## src/rtl/seg7_count_decoder.sv

```systemverilog
// ---------------------------------------------------------------------------
// seg7_count_decoder
//
// Receive side of the two-digit 7-segment counter bus. The 14-bit active-low
// segment word is registered, and it must hold still for STABLE_CYCLES edges
// before it is accepted. An accepted word is decoded back to binary and BCD.
// Each legal value is checked to be the successor of the previous one, with
// the count wrapping after MAX_VALUE.
//
// Parameters
//   STABLE_CYCLES : number of consecutive edges a new pattern must hold (>=1)
//   MAX_VALUE     : last count before the wrap to 0 (<=99); used only by the
//                   step check
//
// Ports
//   clk      in   1   system clock, rising edge
//   rst      in   1   synchronous reset, active-high
//   seg_in   in  14   [13:7] units digit, [6:0] tens digit, gfedcba, active-low
//   value    out  7   accepted count, binary 0..99
//   bcd      out  8   accepted count, {tens, units} BCD
//   valid    out  1   one-cycle pulse: new legal value on value/bcd
//   illegal  out  1   one-cycle pulse: settled pattern could not be decoded
//   step_err out  1   one-cycle pulse with valid: value is not the successor
//   locked   out  1   level: an accepted pattern is currently being held
// ---------------------------------------------------------------------------
module seg7_count_decoder #(
  parameter int STABLE_CYCLES = 2,
  parameter int MAX_VALUE     = 99
) (
  input  logic        clk,
  input  logic        rst,
  input  logic [13:0] seg_in,
  output logic [6:0]  value,
  output logic [7:0]  bcd,
  output logic        valid,
  output logic        illegal,
  output logic        step_err,
  output logic        locked
);

  localparam int              CNT_W   = (STABLE_CYCLES < 2) ? 1 : $clog2(STABLE_CYCLES + 1);
  localparam logic [CNT_W-1:0] CNT_MAX = CNT_W'(STABLE_CYCLES);
  localparam logic [6:0]       MAX_V   = 7'(MAX_VALUE);

  typedef enum logic [1:0] {
    S_INIT   = 2'd0,
    S_LOCKED = 2'd1,
    S_SETTLE = 2'd2
  } state_t;

  // Stability counter increment that stops at the acceptance threshold.
  function automatic logic [CNT_W-1:0] sat_inc(input logic [CNT_W-1:0] c);
    if (c >= CNT_MAX) begin
      return CNT_MAX;
    end
    return c + 1'b1;
  endfunction

  // Decodes one active-low gfedcba digit. Returns {legal, digit}.
  // An all-off field counts as 0 only where blanking is allowed (tens).
  function automatic logic [4:0] dec_digit(input logic [6:0] code,
                                           input logic       blank_ok);
    case (code)
      7'b1000000: return {1'b1, 4'd0};
      7'b1111001: return {1'b1, 4'd1};
      7'b0100100: return {1'b1, 4'd2};
      7'b0110000: return {1'b1, 4'd3};
      7'b0011001: return {1'b1, 4'd4};
      7'b0010010: return {1'b1, 4'd5};
      7'b0000010: return {1'b1, 4'd6};
      7'b1111000: return {1'b1, 4'd7};
      7'b0000000: return {1'b1, 4'd8};
      7'b0010000: return {1'b1, 4'd9};
      7'b1111111: return {blank_ok, 4'd0};
      default:    return 5'b0_0000;
    endcase
  endfunction

  // Successor of the previous count, wrapping after MAX_VALUE.
  function automatic logic [6:0] next_count(input logic [6:0] prev);
    if (prev == MAX_V) begin
      return 7'd0;
    end
    return prev + 7'd1;
  endfunction

  logic [13:0]      seg_q;
  logic [CNT_W-1:0] stab_cnt;
  logic [13:0]      acc_pat;
  state_t           state;
  logic             hist;

  logic             stab_done;
  logic             pat_new;
  logic             accept;
  logic [4:0]       units_dec;
  logic [4:0]       tens_dec;
  logic             pat_legal;
  logic [6:0]       dec_value;
  logic [7:0]       dec_bcd;

  // ---- input sample stage: register the bus, count how long it has held ----
  always_ff @(posedge clk) begin
    seg_q <= seg_in;
  end

  always_ff @(posedge clk) begin
    if (rst) begin
      stab_cnt <= '0;
    end else if (seg_in != seg_q) begin
      stab_cnt <= CNT_W'(1);
    end else begin
      stab_cnt <= sat_inc(stab_cnt);
    end
  end

  // ---- decode / acceptance decision on the registered pattern ----
  always_comb begin
    units_dec = dec_digit(seg_q[13:7], 1'b0);
    tens_dec  = dec_digit(seg_q[6:0], 1'b1);
    pat_legal = units_dec[4] & tens_dec[4];
    dec_value = 7'(tens_dec[3:0]) * 7'd10 + 7'(units_dec[3:0]);
    dec_bcd   = {tens_dec[3:0], units_dec[3:0]};
    stab_done = (stab_cnt == CNT_MAX);
    pat_new   = (seg_q != acc_pat);
    // Before the first acceptance there is no reference pattern, so any
    // settled pattern is taken. After that only a settled pattern that differs
    // from the accepted one is taken. A settled return to the accepted pattern
    // is a glitch and produces no pulse.
    accept    = stab_done & ((state == S_INIT) | pat_new);
  end

  // The accepted pattern is kept even when it is illegal. This stops a held
  // illegal word from pulsing again.
  always_ff @(posedge clk) begin
    if (accept) begin
      acc_pat <= seg_q;
    end
  end

  // ---- output register stage: FSM, pulses, accepted value, step history ----
  always_ff @(posedge clk) begin
    if (rst) begin
      state    <= S_INIT;
      value    <= '0;
      bcd      <= '0;
      valid    <= 1'b0;
      illegal  <= 1'b0;
      step_err <= 1'b0;
      locked   <= 1'b0;
      hist     <= 1'b0;
    end else begin
      valid    <= 1'b0;
      illegal  <= 1'b0;
      step_err <= 1'b0;

      if (accept) begin
        if (pat_legal) begin
          value    <= dec_value;
          bcd      <= dec_bcd;
          valid    <= 1'b1;
          // Blank and "0" tens decode to the same value, so they compare
          // equal here. Re-accepting the same value is not a successor, so
          // it is reported as a step error.
          step_err <= hist & (dec_value != next_count(value));
          hist     <= 1'b1;
        end else begin
          illegal  <= 1'b1;
          hist     <= 1'b0;
        end
      end

      case (state)
        S_INIT: begin
          if (stab_done) begin
            state  <= S_LOCKED;
            locked <= 1'b1;
          end
        end
        S_LOCKED: begin
          // With a one-cycle threshold a change is already settled when it is
          // first seen, so it is accepted in place without leaving S_LOCKED.
          if (pat_new && !stab_done) begin
            state  <= S_SETTLE;
            locked <= 1'b0;
          end
        end
        S_SETTLE: begin
          if (stab_done) begin
            state  <= S_LOCKED;
            locked <= 1'b1;
          end
        end
        default: begin
          state  <= S_INIT;
          locked <= 1'b0;
        end
      endcase
    end
  end

endmodule

```

## config.mk

```make
export PLATFORM = sky130hd
export DESIGN_NAME = seg7_count_decoder
export DESIGN_NICKNAME = d
export VERILOG_FILES = /design/src/rtl/seg7_count_decoder.sv
export SDC_FILE = /design/constraint.sdc
export NUM_CORES = 1
export LEC_CHECK = 0
export ABC_AREA = 0
export CORE_AREA = 10 10 83 85
export CTS_CLUSTER_SIZE = 30
export DETAILED_ROUTE_END_ITERATION = 10
export DIE_AREA = 0 0 93 95
export DONT_BUFFER_PORTS = 1
export GPL_ROUTABILITY_DRIVEN = 0
export PLACE_DENSITY_LB_ADDON = 0.1
export RECOVER_POWER = 50
export SLEW_MARGIN = 20
export SYNTH_ARGS = -nofsm -noshare
export SYNTH_HDL_FRONTEND = slang
export SYNTH_SLANG_ARGS = --single-unit
```

## constraint.sdc

```tcl
create_clock -name clk -period 4 [get_ports clk]
set_input_delay 1 -clock clk [delete_from_list [all_inputs] [get_ports clk]]
set_output_delay 1 -clock clk [all_outputs]
set_load 0.05 [all_outputs]
```

==> run_results.csv, run 1 <==
group,metric,value,unit
outcome,status,"completed",
critical_path,rr_startpoint,"seg_q[1]$_DFF_P_",
logic_synthesis,yosys.area_share.adder,0.0451,
cells_and_area,utilization,0.547,
grt,grt_pass1_vias,1852,
logic_synthesis,seq_area_frac_synth,0.411,
logic_synthesis,syn_avg_cell_area,10.1,um2
logic_synthesis,synthSimpleGateAreaFrac,0.197,
cts,ctsRootBufferMaster,"clkbuf_8",
timing,drv_slew,0,
critical_path,cp.required,4190,ps
cts,cts.sinks,51,
grt,antenna_found_initial,0,
routing,wl_per_cell,17.6,um
floorplanning,rows,27,
cts,hold_buffers,0,
critical_path,cp_max_fo,12,
cts,cts.repair.resized,0,
routing,drt_pass1_iterations,7,
cts,clock_path_buffers,2,
timing,hold_slack,460,ps
critical_path,crit_path_start_kind,"register",
grt,grt_overflow,0,
logic_synthesis,synth-seq-cells,51,
logic_synthesis,synth-warning-count,0,
cells_and_area,fin_area,2920,um2
logic_synthesis,synth_xor_area_frac,0.139,
critical_path,rr_worst_depth,9,
critical_path,cp.arrival,3710,ps
timing,relSlewSlack,0.488,
logic_synthesis,postSynthCellCount,279,
placed_design,hpwlAfterDp,4.27,mm
min_path,holdCritPathClass,"reg2reg",
floorplanning,dieWidth,93,um
min_path,min-delay-start,"hist$_SDFFE_PP0P_",
timing,fin_worst_skew,7.63,ps
logic_synthesis,synth_edf_count,14,
floorplanning,start_util,0.530,
logic_synthesis,synth_top_area_frac,0.262,
critical_path,cp_slowest_cell,"dfxtp_1",
timing,finalHoldViolations,0,
cells_and_area,drive_gt1_frac,0.105,
routing,via_per_inst,5.74,
critical_path,regToRegSetupSlack,480,ps
floorplanning,core_area,5340,um2
timing,fmaxAchievable,284,MHz
timing,fin_crit_sh,0.881,
logic_synthesis,syn_nets,304,
routing,drc,0,
logic_synthesis,synth.distinct_cells,53,
routing,totalWireLength,5.94,mm
critical_path,reg2reg_to,"step_err$_SDFF_PP0_",
cells_and_area,diodes,0,
critical_path,path_cells,"or3b_1, o31ai_1, ha_1, ha_1, fa_1, xnor2_1, xnor2_1, nor3_1, a41oi_1",
logic_synthesis,synth_compound_area_frac,0.150,
logic_synthesis,synth_top_family_by_area,"simple AND/OR/NAND/NOR gates",
cts,cts_tree,"built",
logic_synthesis,synth_area,2830,um2
timing,period_needed,3520,ps
timing,setup_viol,0,
cts,clk_pin_slew,100,ps
routing,drt-initial-drc-count,97,
cts,h-tree-depth,2,
cells_and_area,nets,290,
cts,cts_setup_buffers,0,
grt,track_usage,0.140,
cells_and_area,nFillCells,498,
min_path,hold_end,"hist$_SDFFE_PP0P_",
min_path,hold_depth,2,
cells_and_area,areaGrowthSynthToFinish,3.32,%
grt,grt_pass1_wl,9.88,mm
pwr,leakage,0.979,nW
timing,worstMarginPinSlew,767,ps
cts,clkLatencyLatePin,310,ps
routing,vias,1939,
critical_path,max_stage_delay,620,ps
floorplanning,die_h,95,um
timing,setup_tns,0,ps
logic_synthesis,muxShareOfSynthArea,0,
placed_design,dp_cells,330,
flow_run,maxCapViolations,0,
critical_path,crit_type,"reg2reg",
placed_design,placed_area,2790,um2
cts,cts_made_buffers,5,
logic_synthesis,yosys-top-cells-area,"dfxtp_1, edfxtp_1, xor2_1",
logic_synthesis,ys.flop_type,"dfxtp_1",
cells_and_area,layout.cells.non_filler,338,
logic_synthesis,synth_top_area_cell,"dfxtp_1",
floorplanning,pin_count,35,
pwr,ir_drop,223,uV
critical_path,cp-end-kind,"register",
cells_and_area,seqCellArea,1160,um2
timing,rsz0062_at_grt,"false",
grt,grt_start_max_net_pins,31,
pwr,powerDensity,357,nW/um2
routing,antenna_left,0,
logic_synthesis,synthTopCellsByCount,"dfxtp_1, xor2_1, a21oi_1",
logic_synthesis,synthArstFlopShare,0,
cells_and_area,multiInputGateArea,1500,um2
floorplanning,die_area,8840,um2
placed_design,port_buffers,0,
logic_synthesis,yosysMostFrequentCell,"dfxtp_1",
[worst max path at each step]
stage,startpoint,endpoint,cells past startpoint
floorplan,seg_q[2]$_DFF_P_,step_err$_SDFF_PP0_,10
global placement,seg_q[1]$_DFF_P_,step_err$_SDFF_PP0_,9
detailed placement,seg_q[1]$_DFF_P_,step_err$_SDFF_PP0_,9
CTS,seg_q[1]$_DFF_P_,step_err$_SDFF_PP0_,9
global route,seg_q[1]$_DFF_P_,step_err$_SDFF_PP0_,9
finish,seg_q[1]$_DFF_P_,step_err$_SDFF_PP0_,9
[sequential cells by signal, indices dropped and copies added (netlist names)]
register / cells
value: 7
stab_cnt: 2
illegal: 1
bcd: 7
seg_q: 14
valid: 1
locked: 1
state: 2
acc_pat: 14
step_err: 1
hist: 1
[cells by family (layout without fill, tap and decap cells)]
family,after synthesis,after routing
buffers and inverters,26,13
adders and majority gates,9,9
and+or+nand+nor,90,90
AOI/OAI and AO/OA,58,58
DFF,51,51
xor gates and xnor gates,45,45
[critical path, delay by kind of cell (launching register included)]
| kind | cells | cell delay (ps) |
|---|---|---|
| flip-flops | 1 | 620 |
| XOR/XNOR | 2 | 380 |
| adder cells (fa/ha/maj) | 3 | 1020 |
| AND/OR/NAND/NOR | 2 | 670 |
| AO/OA/AOI/OAI | 2 | 700 |
[layer usage]
metal / vias to the layer above / wire [um] / share of wire / track usage
li1: 984 / - / - / -
met4: 0 / 53 / 0.0089 / 0.0424
met5: - / 0 / 0 / 0
met1: 914 / 3030 / 0.51 / 0.202
met2: 36 / 2520 / 0.42 / 0.195
met3: 5 / 339 / 0.057 / 0.0412
[power breakdown]
group	internal [W]	switching, W	leakage [nW]
registers	0.000537	0.0000253	0.429
logic	0.0000284	0.0000259	0.485
clock network	0.000249	0.000178	0.0644
total	0.000815	0.000229	0.979
[cells in the final DEF, fill, tap and decap left out, drive strengths merged, types with 6 or more instances in the layout]
| master | netlist | final |
|---|---|---|
| dfxtp | 37 | 37 |
| xor2 | 31 | 31 |
| a21oi | 20 | 20 |
| nand3 | 19 | 19 |
| o21ai | 18 | 18 |
| nor2 | 17 | 17 |
| xnor2 | 14 | 14 |
| edfxtp | 14 | 14 |
| nor3 | 10 | 10 |
| nor4 | 8 | 8 |
| ha | 7 | 7 |
| nand2 | 6 | 6 |
[final cells by class]
cell class / instances / area share
clock buffer: 5 / 0.0236
inverter: 2 / 0.00257
tap: 72 / 0.0308
multi-input combinational: 202 / 0.515
clock inverter: 3 / 0.0231
sequential: 51 / 0.397
timing repair buffer: 3 / 0.00771
[through the flow]
stage	worst slack, ps	total power [W]
3_5_place_dp	516	0.000629
4_1_cts	510	0.00106
6_report	478	0.00104
2_1_floorplan	954	0.000625
3_3_place_gp	698	0.000629
5_1_grt	142	0.00108
Power figures use the tool's default switching activity.
==> inputs of run 2 (changes only) <==
- REMOVE_ABC_BUFFERS: default -> 1
==> run 2 against run 1 <==
  * Combinational power grew 7.2%
  * Clock power shrank 31%
  * Largest cell class unchanged
  * Worst setup slack gained 140 ps
  * Sequential cell count is the same
  * Non-clock buffer count grew 2
  * Critical endpoint unchanged
  * Count of clock-buffer cells in the layout grew 1
  * Highest routed layer unchanged
  * Maximum frequency grew 4.1%
  * Core utilization shrank 0.73 points
==> run_results.csv, run 2 (same netlist as run 1, synthesis figures left out) <==
group,metric,value,unit
cts,hold_buffers,0,
placed_design,port_buffers,0,
min_path,min-delay-start,"hist$_SDFFE_PP0P_",
pwr,ir_drop,157,uV
critical_path,cp-startpoint,"seg_q[6]$_DFF_P_",
cells_and_area,layout.cells.non_filler,340,
timing,relSlewSlack,0.481,
placed_design,placed_area,2800,um2
routing,via_per_inst,5.85,
placed_design,hpwlAfterDp,4.39,mm
floorplanning,core_area,5340,um2
cts,clk_pin_slew,100,ps
cells_and_area,utilization,0.540,
min_path,holdCritPathClass,"reg2reg",
routing,drt-initial-drc-count,187,
grt,antenna_found_initial,0,
timing,worstMarginPinSlew,778,ps
routing,antenna_left,0,
floorplanning,dieWidth,93,um
placed_design,dp_cells,332,
timing,rsz0062_at_grt,"false",
critical_path,crit_type,"reg2reg",
cts,h-tree-depth,2,
cts,cts_setup_buffers,0,
critical_path,cp.required,4160,ps
grt,track_usage,0.142,
cells_and_area,largestRegisters,"acc_pat x14, seg_q x14",
cts,cts.repair.resized,0,
cells_and_area,layout_commonest_cell,"dfxtp_1",
cells_and_area,nets,292,
outcome,status,"completed",
timing,fin_crit_sh,0.846,
cells_and_area,areaGrowthSynthToFinish,1.95,%
grt,grt_start_max_net_pins,31,
cells_and_area,diodes,0,
routing,drc,0,
timing,setup_viol,0,
floorplanning,die_h,95,um
critical_path,regToRegSetupSlack,620,ps
critical_path,rr_startpoint,"seg_q[6]$_DFF_P_",
cts,cts.sinks,51,
routing,wl_per_cell,18.0,um
placed_design,preCtsSetupSlack,617,ps
cts,clock_path_buffers,2,
routing,totalWireLength,6.12,mm
grt,grt_pass1_vias,1919,
routing,drt_pass1_iterations,4,
routing,vias,1989,
timing,fin_worst_skew,14.6,ps
timing,setup_tns,0,ps
critical_path,cp-end-kind,"register",
grt,grt_pass1_wl,10.0,mm
pwr,leakage,0.965,nW
timing,finalHoldViolations,0,
flow_run,maxCapViolations,0,
cts,clkLatencyLatePin,300,ps
timing,timing.final.ws_setup,615,ps
cells_and_area,drive_gt1_frac,0.104,
cts,cts_tree,"built",
grt,grt_overflow,0,
pwr,powerDensity,316,nW/um2
cells_and_area,final_cell_mix,"dfxtp_1, xor2_1, a21oi_1",
critical_path,cp.arrival,3550,ps
cts,cts_made_buffers,5,
critical_path,cp_max_fo,10,
timing,period_needed,3380,ps
cts,ctsRootBufferMaster,"clkbuf_8",
floorplanning,start_util,0.530,
floorplanning,pin_count,35,
critical_path,crit_path_start_kind,"register",
floorplanning,rows,27,
timing,fmaxAchievable,295,MHz
timing,drv_slew,0,
floorplanning,die_area,8840,um2
cells_and_area,fin_area,2880,um2
-- run 2: cell type report --
cell class,instances,area (um2)
clock buffer,6,72.6
clock inverter,2,13.8
fill,497,2450
inverter,2,7.51
multi-input combinational,202,1500
sequential,51,1160
tap,72,90.1
timing repair buffer,5,33.8
-- run 2: worst paths after layout --
path	endpoint	cells past startpoint
setup / recovery	step_err$_SDFF_PP0_	9
hold / removal	hist$_SDFFE_PP0P_	2
setup reg to reg	step_err$_SDFF_PP0_	9
hold reg to reg	hist$_SDFFE_PP0P_	2
-- run 2: power by group --
part / switching [W] / internal, W
Clock: 0.000169 / 0.000124
Combinational: 0.0000289 / 0.0000293
Sequential: 0.0000229 / 0.000537
Total: 0.000221 / 0.000690
-- run 2: worst max-delay path, cell delays in order, from the launching register on --
cell	delay, ps
dfxtp_1	450
or3_4	450
o31ai_1	570
ha_1	340
ha_1	220
fa_1	480
xnor2_1	270
xnor2_1	110
nor3_1	220
a41oi_1	140
-- run 2: stage by stage --
stage,total power [W],hold slack [ps]
global route,0.000951,512
global placement,0.000630,437
finish,0.000911,463
detailed placement,0.000630,454
floorplan,0.000613,430
CTS,0.000920,466
-- run 2: routing by layer --
layer  wire length (um)  vias up  global-route usage
li1                   -      988                   -
met1               2970      954               0.187
met2               2730       39               0.218
met3                339        8              0.0476
met4                 72        0              0.0373
met5                  0        -                   0
==> RTL edit 1 (config.mk and constraints of run 1) <==
Set the parameter `STABLE_CYCLES` to 1 (it was 2).
--- a/src/rtl/seg7_count_decoder.sv
+++ b/src/rtl/seg7_count_decoder.sv
@@ -25,5 +25,5 @@
 // ---------------------------------------------------------------------------
 module seg7_count_decoder #(
-  parameter int STABLE_CYCLES = 2,
+  parameter int STABLE_CYCLES = 1,
   parameter int MAX_VALUE     = 99
 ) (
Behaviour: not the same (Yosys sat finds a counterexample within 4 cycles, from zero or initial values and one cycle with rst high).
==> RTL edit 1 against run 1 <==
- sequential cell count down 1
- synthesized area down 5.7%
- utilization down 3.4 points
- worst hold slack worse by 0.0040 ns
- clock power down 22%
- final area down 6.2%
- via count down 2.4%
- first-iteration DRC count down 2.1%
- sequential share of layout area up 1.9 points
- power down 6.9%
- setup slack better by 0.037 ns
- routed wire length down 6.5%
- die area unchanged
- critical endpoint unchanged
==> RTL edit 1: results (changes against run 1) <==
metric;value;unit;change
pg_seq;576;µW;+2%
synth-xor-area-share;0.1018;;-0.03755
yosys-top-cells-area;dfxtp_1 27%, edfxtp_1 16%, xor2_1 7.2%;;
fin_cells;327;;-3.3%
power.leakage;0.0009987;µW;+2.0%
clkTransAtPathRegs;0.08;ns;-0.02 ns
p_sw;219.2;µW;-4.3%
clk_share;0.03744;;-0.009238
grtUsageMet2;0.2161;;+0.02103
period_share;0.8712;;-0.009292
routedWlPerCell;16.98;µm;-3.4%
top_layer;met4;;
place_area;2641;µm²;-5.2%
drt-initial-drc-count;95;;-2.1%
max-vdd-ir-drop;0.0002223;V;-0.50%
inv_count;4;;+2
slowest_delay;0.59;ns;-0.03 ns
globalRouteTotalUtil;0.1311;;-0.009014
path_max_fanout;10;;-2
avgViaCountPerCell;5.786;;+0.86%
synth_cell_types;60;;+13%
relSlewSlack;0.01571;;-0.4720
dp_hpwl;4035;µm;-5.5%
clock_latency;0.29;ns;-0.02 ns
grt_use_met1;0.1607;;-0.04142
outcome;finished, final reports clean;;
fillers;508;;+2.0%
synth.area.mux_share;0.01126;;+0.01126
first_pass_iters;4;;-3
fin_nets;280;;-3.4%
multi_input_gates;192;;-5.0%
synth_seq_cells;50;;-2.0%
synthAdderAreaFrac;0.04786;;+0.002732
synth_nets;292;;-3.9%
whs;0.4557;ns;-0.003954 ns
grt_pass1_wl;9273;µm;-6.1%
drive_above_1_share;0.08627;;-0.01899
post-place-ws;0.5917;ns;+0.07565 ns
p_seq_frac;0.593;;+0.054
buffers;2;;-1
grt_max_degree;28;;-9.7%
hold_class;flop to flop;;
grt_pass1_vias;1805;;-2.5%
avgSynthCellArea;9.986;µm²;-1.5%
placed_cells;320;;-3.0%
grt_use_met3;0.03410;;-0.007137
power.density;354.6;nW/µm²;-0.79%
sh_seq_area;0.4164;;+0.01901
wl_met3;247;µm;-27%
buffer_area_frac;0.004110;;-0.003599
wl_met2;2692;µm;+7.0%
synth_compound_gate_area_share;0.1647;;+0.01471
multiInputGateArea;1380;µm²;-8.2%
synth_commonest_cells;36 x dfxtp_1, 22 x xor2_1, 20 x a21oi_1;;
arrival;3.69;ns;-0.02 ns
power_clock;331;µW;-22%
wl_met1;2510;µm;-17%
r2r_setup_slack;0.52;ns;+0.04 ns
finalClockSkew;0.004327;ns;-0.003302 ns
ys_seq_area_frac;0.4280;;+0.01735
RTL edit 1: cell count changes in the layout (fill, tap and decap cells not counted), moves of 3 or more:
cell	before	now
nand4b_1	5	1
nor3_1	10	7
and3_1	0	3
nor4_1	7	4
o21ai_0	6	13
xnor2_1	14	9
mux2i_1	0	3
nor2_1	17	13
xor2_1	31	22
nand2_1	6	12
o21ai_1	9	3
RTL edit 1: critical path, delay by kind of cell, from the launching register on:
kind	cells	cell delay, ns
compound gates	5	0.83
xor+xnor	1	0.43
fa+ha+maj	2	0.66
flops	1	0.59
simple gates	2	0.87
RTL edit 1: path summary, 6_finish.rpt:
| path | startpoint | endpoint | depth (start not counted) |
|---|---|---|---|
| min reg2reg | hist$_SDFFE_PP0P_ | hist$_SDFFE_PP0P_ | 2 |
| min | hist$_SDFFE_PP0P_ | hist$_SDFFE_PP0P_ | 2 |
| max | seg_q[2]$_DFF_P_ | step_err$_SDFF_PP0_ | 10 |
| max reg2reg | seg_q[2]$_DFF_P_ | step_err$_SDFF_PP0_ | 10 |
==> RTL edit 2 (config.mk and constraints of run 1) <==
Without the edit above. Register the output `illegal` once more, cleared by the reset; this adds one clock of latency there. The other outputs are not delayed to match. Comments in the files are not updated.
--- a/src/rtl/seg7_count_decoder.sv
+++ b/src/rtl/seg7_count_decoder.sv
@@ -49,4 +49,6 @@
   } state_t;
 
+  logic illegal_s0;
+
   // Stability counter increment that stops at the acceptance threshold.
   function automatic logic [CNT_W-1:0] sat_inc(input logic [CNT_W-1:0] c);
@@ -146,5 +148,5 @@
       bcd      <= '0;
       valid    <= 1'b0;
-      illegal  <= 1'b0;
+      illegal_s0 <= 1'b0;
       step_err <= 1'b0;
       locked   <= 1'b0;
@@ -152,5 +154,5 @@
     end else begin
       valid    <= 1'b0;
-      illegal  <= 1'b0;
+      illegal_s0 <= 1'b0;
       step_err <= 1'b0;
 
@@ -166,5 +168,5 @@
           hist     <= 1'b1;
         end else begin
-          illegal  <= 1'b1;
+          illegal_s0 <= 1'b1;
           hist     <= 1'b0;
         end
@@ -200,4 +202,12 @@
   end
 
+  always_ff @(posedge clk) begin
+    if (rst) begin
+      illegal <= '0;
+    end else begin
+      illegal <= illegal_s0;
+    end
+  end
+
 endmodule
 
Check against the original RTL: not equivalent (Yosys sat finds a counterexample within 4 cycles, from zero or initial values and one cycle with rst high).
==> RTL edit 2 against run 1 <==
- final cell count grew 0.59%
- critical path type unchanged
- clock skew down 0.00055 ns
- largest power group unchanged
- via count rose by 0.21%
- setup slack got worse by 0.019 ns
- non-clock buffer count is 1 higher
- synthesized area shrank 2.7%
- utilization decreased by 1.5 points
- sequential share of layout area up 1.1 points
- sequential cell count stayed put
- final area shrank 2.7%
- highest routed layer unchanged
- count of clock-buffer cells in the layout is the same
- sequential power is essentially flat
- power is 6.5% lower
- routed wire length grew 2.0%
==> RTL edit 2: results (changes against run 1) <==
metric;value;unit;change
outcome;finished, final reports clean;;
grt_pass1_vias;1836;;-0.86%
ys_seq_area_frac;0.4222;;+0.01158
io_buffers;0;;unchanged
grtUsageMet2;0.2091;;+0.01402
globalRouteTotalUtil;0.1375;;-0.002540
cts_resized;0;;unchanged
wl_met1;2942;µm;-2.9%
yosys-top-cells-area;dfxtp_1 27%, edfxtp_1 15%, xor2_1 9.6%;;
wl_met2;2762;µm;+9.8%
max-vdd-ir-drop;0.0001899;V;-15%
wl;6058;µm;+2.0%
wl_met3;296;µm;-13%
top_regs;acc_pat: 14 flops, seg_q: 14 flops;;
place_area;2731;µm²;-1.9%
grt_use_met1;0.1857;;-0.01642
synth_commonest_cells;37 x dfxtp_1, 30 x xor2_1, 23 x a21oi_1;;
startpoint;seg_q[3]$_DFF_P_;;
diodes;0;;unchanged
grt_use_met3;0.03727;;-0.003965
power.leakage;0.0009857;µW;+0.72%
slowest_delay;0.55;ns;-0.07 ns
route.vias.total;1943;;+0.21%
synth_edf_count;14;;unchanged
post-place-ws;0.3444;ns;-0.1717 ns
arrival;3.74;ns;+0.03 ns
first_pass_iters;4;;-3
drive_above_1_share;0.08582;;-0.01944
crit_path_top_delay_cell;or4b_1;;
hold_start;illegal_s0$_SDFF_PP0_;;
dp_hpwl;4378;µm;+2.6%
grt_max_degree;30;;-3.2%
path_max_fanout;12;;unchanged
drt-initial-drc-count;63;;-35%
fillers;516;;+3.6%
grt_pass1_wl;9777;µm;-1.0%
synth_cell_types;49;;-7.5%
fin_nets;292;;+0.69%
relSlewSlack;0.08622;;-0.4015
async_flop_share;0;;unchanged
finalClockSkew;0.007084;ns;-0.0005451 ns
-- RTL edit 2: cell types whose count changed in the layout (fill, tap and decap cells not counted), sizes merged, moves of 3 or more --
cell    delta
a21oi      +3
inv        +5
nand4b     -4
nor2       -5
nor4       +3
o21ai      -4
-- RTL edit 2: cells by family (layout without fill, tap and decap cells) --
group	count (synthesis)	in the layout	synth area share
and+or+nand+nor	84	84	0.1788
adders and majority gates	9	9	0.04640
AOI/OAI and AO/OA	59	59	0.1460
xor gates and xnor gates	46	46	0.1465
DFF	51	51	0.4222
buffers and inverters	30	19	0.06006
-- RTL edit 2: metrics by stage --
stage	util	hold slack, ns	cells
after floorplan	-	0.4029	279
after global placement	0.5117	0.4215	332
after detailed placement	0.5117	0.4204	332
after CTS	0.5328	0.4433	340
after global routing	0.5328	0.4685	340
final	0.5328	0.4409	340
-- RTL edit 2: path summary, 6_finish.rpt --
kind                    endpoint  slack [ns]  depth (start not counted)
max          step_err$_SDFF_PP0_        0.46                         12
min           illegal$_SDFF_PP0_        0.44                          1
min reg2reg   illegal$_SDFF_PP0_        0.44                          1
max reg2reg  step_err$_SDFF_PP0_        0.46                         12
-- RTL edit 2: layout make-up --
cell class / instances / area (µm²) / area share
clock buffer: 5 / 68.82 / 0.02420
clock inverter: 3 / 43.79 / 0.01540
inverter: 7 / 26.28 / 0.009239
multi-input combinational: 198 / 1431 / 0.5033
sequential: 51 / 1161 / 0.4083
tap: 72 / 90.09 / 0.03168
timing repair buffer: 4 / 22.52 / 0.007919
-- RTL edit 2: report_power, final --
group | switching (µW) | internal [µW] | leakage [µW]
Combinational | 26.3 | 27.1 | 0.000498
Clock | 176 | 187 | 0.0000581
Sequential | 23.4 | 537 | 0.000429
